### src/rtl/ntsc_clock_enables_pkg.sv
// NTSC timing constants shared by the clock-enable, video and CPU blocks.
// Also carries the raster position type and its wrapping increment.
package ntsc_clock_enables_pkg;

  localparam int unsigned NTSC_CPU_DIV         = 12;
  localparam int unsigned NTSC_PPU_DIV         = 4;
  localparam int unsigned NTSC_DOTS_PER_LINE   = 341;
  localparam int unsigned NTSC_LINES_PER_FRAME = 262;
  localparam int unsigned NTSC_H_VISIBLE       = 256;
  localparam int unsigned NTSC_V_VISIBLE       = 240;

  localparam int unsigned POS_W = 9;
  typedef logic [POS_W-1:0] pos_t;

  // Increment a raster position, returning to 0 after modulus-1.
  function automatic pos_t wrap_inc(input pos_t v, input int unsigned modulus);
    return (v == pos_t'(modulus - 1)) ? '0 : v + 1'b1;
  endfunction

endpackage

### src/rtl/ntsc_clock_enables_ce_divider.sv
// Modulo-N counter advanced by an input strobe; hit flags the strobe that finds the count at 0.
// The caller registers hit to form the clock-enable pulse.
module ce_divider #(
  parameter int unsigned N = 4
) (
  input  logic clk,
  input  logic reset_n,
  input  logic strobe,
  output logic hit
);

  localparam int unsigned W = (N > 1) ? $clog2(N) : 1;
  localparam logic [W-1:0] LAST = W'(N - 1);

  logic [W-1:0] cnt;

  assign hit = strobe & (cnt == '0);

  always_ff @(posedge clk or negedge reset_n) begin
    if (!reset_n) begin
      cnt <= '0;
    end else if (strobe) begin
      cnt <= (cnt == LAST) ? '0 : cnt + 1'b1;
    end
  end

endmodule

### src/rtl/ntsc_clock_enables.sv
// Turns the DDS square wave into master/CPU/PPU clock enables and tracks the NTSC raster position.
// Every output is registered; blank flags come from the next-state position so they track dot_x/line_y.
module ntsc_clock_enables
  import ntsc_clock_enables_pkg::*;
#(
  parameter int unsigned CPU_DIV         = NTSC_CPU_DIV,
  parameter int unsigned PPU_DIV         = NTSC_PPU_DIV,
  parameter int unsigned DOTS_PER_LINE   = NTSC_DOTS_PER_LINE,
  parameter int unsigned LINES_PER_FRAME = NTSC_LINES_PER_FRAME,
  parameter int unsigned H_VISIBLE       = NTSC_H_VISIBLE,
  parameter int unsigned V_VISIBLE       = NTSC_V_VISIBLE
) (
  input  logic clk,
  input  logic reset_n,
  input  logic enable,
  input  logic tick_in,
  output logic master_ce,
  output logic cpu_ce,
  output logic ppu_ce,
  output pos_t dot_x,
  output pos_t line_y,
  output logic hblank,
  output logic vblank,
  output logic frame_start
);

  localparam pos_t LAST_DOT  = pos_t'(DOTS_PER_LINE - 1);
  localparam pos_t LAST_LINE = pos_t'(LINES_PER_FRAME - 1);
  localparam pos_t H_LIM     = pos_t'(H_VISIBLE);
  localparam pos_t V_LIM     = pos_t'(V_VISIBLE);

  logic tick_q;
  logic rise;
  logic cpu_hit;
  logic ppu_hit;
  pos_t dot_d;
  pos_t line_d;
  logic frame_start_d;

  // tick_q tracks tick_in even while disabled, so re-enabling mid-high waits for a fresh edge.
  assign rise = tick_in & ~tick_q & enable;

  ce_divider #(
    .N(CPU_DIV)
  ) u_cpu_div (
    .clk    (clk),
    .reset_n(reset_n),
    .strobe (rise),
    .hit    (cpu_hit)
  );

  ce_divider #(
    .N(PPU_DIV)
  ) u_ppu_div (
    .clk    (clk),
    .reset_n(reset_n),
    .strobe (rise),
    .hit    (ppu_hit)
  );

  always_comb begin
    dot_d         = dot_x;
    line_d        = line_y;
    frame_start_d = 1'b0;
    if (ppu_hit) begin
      dot_d = wrap_inc(dot_x, DOTS_PER_LINE);
      if (dot_x == LAST_DOT) begin
        line_d        = wrap_inc(line_y, LINES_PER_FRAME);
        frame_start_d = (line_y == LAST_LINE);
      end
    end
  end

  always_ff @(posedge clk or negedge reset_n) begin
    if (!reset_n) begin
      tick_q      <= 1'b0;
      master_ce   <= 1'b0;
      cpu_ce      <= 1'b0;
      ppu_ce      <= 1'b0;
      dot_x       <= '0;
      line_y      <= '0;
      hblank      <= 1'b0;
      vblank      <= 1'b0;
      frame_start <= 1'b0;
    end else begin
      tick_q      <= tick_in;
      master_ce   <= rise;
      cpu_ce      <= cpu_hit;
      ppu_ce      <= ppu_hit;
      dot_x       <= dot_d;
      line_y      <= line_d;
      hblank      <= (dot_d >= H_LIM);
      vblank      <= (line_d >= V_LIM);
      frame_start <= frame_start_d;
    end
  end

endmodule
### config.mk
export PLATFORM = sky130hd
export DESIGN_NAME = ntsc_clock_enables
export DESIGN_NICKNAME = d
export VERILOG_FILES = /design/src/rtl/ntsc_clock_enables_pkg.sv /design/src/rtl/ntsc_clock_enables_ce_divider.sv /design/src/rtl/ntsc_clock_enables.sv
export SDC_FILE = /design/constraint.sdc
export NUM_CORES = 1
export LEC_CHECK = 0
export ABC_AREA = 1
export BUFFER_PORTS_ARGS = -buffer_cell sky130_fd_sc_hd__buf_2
export CAP_MARGIN = 20
export CORE_MARGIN = 10
export CORE_UTILIZATION = 55
export CTS_CLUSTER_DIAMETER = 40
export DETAILED_ROUTE_END_ITERATION = 10
export PLACE_DENSITY = 0.75
export SYNTH_ARGS = -nofsm -noshare
export SYNTH_HDL_FRONTEND = slang
export SYNTH_SLANG_ARGS = --single-unit
export TNS_END_PERCENT = 10
### constraint.sdc
create_clock -name clk -period 1.7 [get_ports clk]
set_input_delay 0.255 -clock clk [delete_from_list [all_inputs] [get_ports clk]]
set_output_delay 0.255 -clock clk [all_outputs]
set_load 0.02 [all_outputs]
[After elaboration in Yosys (flattened, before gate mapping)]
Cells that the tools add are included.
Storage, ports and cells
  flip-flop bits (word level): 31
  input port bits: 4
  word-level logic and storage cells: 37
Operators by class
  add/subtract/negate cells: 4
  order comparisons: 2
  eq/ne operators: 4
  muxes and demuxes: 9
  bitwise gates (word level): 5
  reductions and logical operators: 2
Operators by type and width (count)
  $mux 9: 5
  $add 9x1->9 const B: 2
  $eq 9x9->1 const B: 2
  $ge 9x8->1 const B: 1
  $ge 9x9->1 const B: 1
  $add 4x1->4 const B: 1
  $and 1x1->1: 4
  $eq 4x4->1 const B: 1
  $logic_not 4->1: 1
  $mux 4: 1
  $add 2x1->2 const B: 1
  $eq 2x2->1 const B: 1
  $logic_not 2->1: 1
  $mux 1: 2
  $mux 2: 1
  $not 1->1: 1

[Depth between registers and ports, before layout]
  word-level depth: 6
  mapped depth: 13
  gate-level depth less buffers: 13

[By module]
From an unflattened synthesis, not the netlist that was laid out.
Second synthesis, totals
  cells, all modules: 199
  area total of the unflattened synthesis: 1612.8 um2
Modules (own cells, without submodules)
  ntsc_clock_enables: times used 1, cells each 156, area each 1273.7 um2, seq. area each 600.6 um2
  ce_divider (u_cpu_div): times used 1, cells each 28, area each 221.5 um2, seq. area each 100.1 um2
  ce_divider (u_ppu_div): times used 1, cells each 15, area each 117.6 um2, seq. area each 50.0 um2

[Least setup slack after synthesis]
No wires, ideal clock.
  path kind: reg-to-reg
  from: register (tool-made name)
  to: register vblank
  library setup time: 0.118 ns
  arrival: 1.522 ns
  required time: 1.582 ns
  slack: 0.060 ns
  cell stages (with the launch flop): 14
  path buffers: 0
  clock period less this slack: 1.640 ns
  path through: dfrtp_1 > inv_1 > ha_1 > nand2_1 > inv_1 > nand2_2 > nor2_4 > nand2_4 > inv_4 > nand3_1 > nand2_1 > nor2_1 > nand2_1 > nand2_1
RTL lines
  to (signal assigned): RTL line ntsc_clock_enables.sv:93  | vblank <= (line_d >= V_LIM);
  to (decl): RTL line ntsc_clock_enables.sv:23  | output logic vblank,

==> summary.md <==
| Metric | Value |
|---|---|
| Final WL | `3.61 mm` |
| Slowest cell on crit path | `dfrtp_1` |
| Ys flop type | `dfrtp_1` |
| Clock root buffer | `clkbuf_4` |
| Clock Path Buffers | `2` |
| Ys Warns | `0` |
| FP Rows | `20` |
| Fin. max-slew vios | `0` |
| Cts bufs inserted | `5` |
| WP buf/inv | `3` |
| Reg2reg end | `vblank` |
| Number of library cell types mapped by synthesis | `30` |
| Async S/R FF share, synth | `100%` |
| Post-place setup slack | `10.2 ps` |
| Critical-path cell list | `inv_2 -> ha_2 -> nand2_1 -> inv_1 -> nand2_2 -> nor2_4 -> nand2_4 -> inv_4 -> nand3_1 -> nand2_2 -> nor2_2 -> nand2_1 -> nand2_1` |
| Final Cell Area | `approximately 2000 µm²` |
| Largest net degree at the start of global routing | `31` |
| Unrepaired setup endpoints after global routing | `true` |
| Relative slew slack | `roughly 57%` |
| CP Class | `reg2reg` |
| Worst Path Max Fanout | `6` |
| Arr. time, crit path | `between 1500 and 2000 ps` |
| Worst Setup EP | `vblank` |
| Worst reg-to-reg setup slack | `about 94 ps` |
| DP HPWL | `between 2 and 3 mm` |
| Die area | `between 5000 and 6000 µm²` |
| DIE HEIGHT | `approximately 75 µm` |
| Final clock period utilization by the worst path | `about 94%` |
| Net Count, Synth | `between 200 and 250` |
| GR Overflow Total | `0` |
| Post-synthesis register bit count | `30` |
| Wire length of the first global-routing pass | `between 5 and 6 mm` |
| Cell family with most CP delay | `simple AND/OR/NAND/NOR gates` |
| H-Tree Depth | `2` |
| Final Wtd Congestion | `0.921` |
| Max Fclk | `approximately 620 MHz` |
| Endpoint class of the critical path | `flop` |
| Post-DP Area | `around 1900 µm²` |
| Diode count | `0` |
| Pwr Density | `around 1000 nW/µm²` |
| Critical Path Start Type | `flop` |
| Vias in the first global route | `1,389` |
| Post-layout min period | `between 1500 and 2000 ps` |
| Nets | `270` |
| Initial Util | `56.5%` |
| Fillers | `245` |
| Total iterations of the first detailed-routing run | `4` |
| Largest area contributor in the netlist | `dfrtp_1` |
| CP Depth | `13` |
| Cell count after synthesis | `between 200 and 250` |
| Post-synth EDFFs | `0` |
| Multi-input logic area | `791 µm²` |
| Worst path max stage delay | `400 ps` |
| Sequential share of the synthesized area | `about 45%` |
| Worst clock skew | `about 3.7 ps` |
| CTS clk-pin slew, worst paths | `around 80 ps` |
| # DRC | `0` |
| Post-synthesis area per instance | `~7.9 µm²` |
| Most frequent cell after synthesis | `nand2_1` |
| Cell Area, Synth | `1680 µm²` |
| Critical Path RT | `~1900 ps` |
| Cells on Worst Hold Path | `1` |
| Via-per-instance ratio | `5.01` |
| Die width | `~75 µm` |
| Hold Crit Class | `in2reg` |
| Share of cells above drive strength 1 | `approximately 30%` |
| Top-area cell type share of the netlist area | `between 40% and 50%` |
| MaxCap Viol Count | `0` |
| Final setup vio count | `0` |
| PortBufs | `27` |
| Routed Antenna Nets | `0` |
| IO Pins | `28` |
| Register area | `approximately 750 µm²` |
| CTS tree | `yes` |
| Area growth, synth to finish | `21.6%` |
| Status | `finished clean` |
| Clock latency on the worst-skew pair | `320 ps` |
| Worst Tran Pin Value | `about 650 ps` |
| Core area | `2980 µm²` |
| Initial antenna violation count | `0` |
| Wire length per cell | `around 12 µm` |
| Max rail drop VDD | `a little over 600 µV` |
| Reg2Reg Depth | `13` |
| Top area cells in the synthesized netlist | `dfrtp_1 (45%), nand2_1 (10%), inv_1 (8.7%), ha_1 (5.9%), nor2_1 (4.9%)` |
| Sink Count | `30` |
| GRT Overall Usage | `a little over an eighth` |
| Total Power | `roughly 2.1 mW` |
| Most frequent cell on the critical path | `nand2_1` |
| Final Hold Vio Count | `0` |
| Vias post-DR | `roughly 1,500` |
| 1st-iter DRT viols | `just over 100` |
| Worst setup margin | `94.3 ps` |
| P_leak | `between 1 and 1.5 nW` |
| Most frequent cells after synthesis | `nand2_1 (45), inv_1 (39), dfrtp_1 (30), nor2_1 (22)` |
## layout make-up
type	count	area share (%)
clock buffer	7	2.20
inverter	44	8.20
multi-input combinational	135	38.7
sequential	30	36.7
tap	33	2.02
timing repair buffer	42	12.2
## report_power, final
group | switching [mW] | internal, mW | total, mW
registers | 0.155 | 0.856 | 1.01
logic | 0.482 | 0.274 | 0.756
clock network | 0.222 | 0.156 | 0.378
## per-stage QoR
step	std cells	util (%)	hold slack (ps)	setup TNS (ps)
after floorplan	212	-	-40.6	0
after global placement	272	62.3	326	0
after detailed placement	272	62.3	323	0
after CTS	280	64.2	40.7	0
after global routing	291	68.7	47.0	-99.3
final	291	68.7	58.2	0
## routing by layer
layer / GRT usage [%] / wire length [µm]
met4: 6.80 / 34
met2: 21.1 / 1700
met3: 4.30 / 225
met1: 15.3 / 1650
met5: 0 / 0
## layout by cell type (no fill, tap or decap)
master / count
nand2_1: 42
inv_1: 37
dfrtp_1: 30
buf_2: 27
nor2_1: 15
buf_4: 14
o21ai_0: 10
nand3_1: 10
nor2_2: 7
nand4_1: 7
a21oi_1: 7
ha_1: 6
nand2_2: 5
clkbuf_4: 5
inv_2: 4
nor2_4: 4
nor3_1: 4
nor3_2: 3
nand3_2: 2
clkinv_1: 2
o22ai_1: 2
ha_2: 2
clkbuf_1: 2
nand2_4: 1
o21bai_4: 1
inv_4: 1
a211oi_2: 1
o21ai_1: 1
nor3b_1: 1
o211ai_1: 1
nor4_1: 1
xor2_1: 1
nand4_2: 1
dlygate4sd3_1: 1
## worst min-delay path by stage
stage | start | to | slack [ps]
detailed placement | reset_n | line_y[6] | 320
floorplan | reset_n | asynchronous set/reset pin | -40
CTS | tick_in | tick_q | 40
finish | tick_in | tick_q | 60
global route | tick_in | tick_q | 50
global placement | reset_n | line_y[6] | 330
## what timing repair did
item,4_1_cts,5_1_grt
buffers inserted,0,11
hold buffers,1,0
endpoints found under the setup margin,1,7
hold endpoints to repair,30,0
gates resized for setup,0,18
pin swaps,1,4
## kinds of logic after synthesis
group,share of synthesized area (%)
xor gates and xnor gates,0.521
adders and majority gates,5.95
AOI/OAI and AO/OA,7.95
buffers and inverters,11.5
DFF,44.6
and+or+nand+nor,29.4
(Power assumes the default switching activity.)
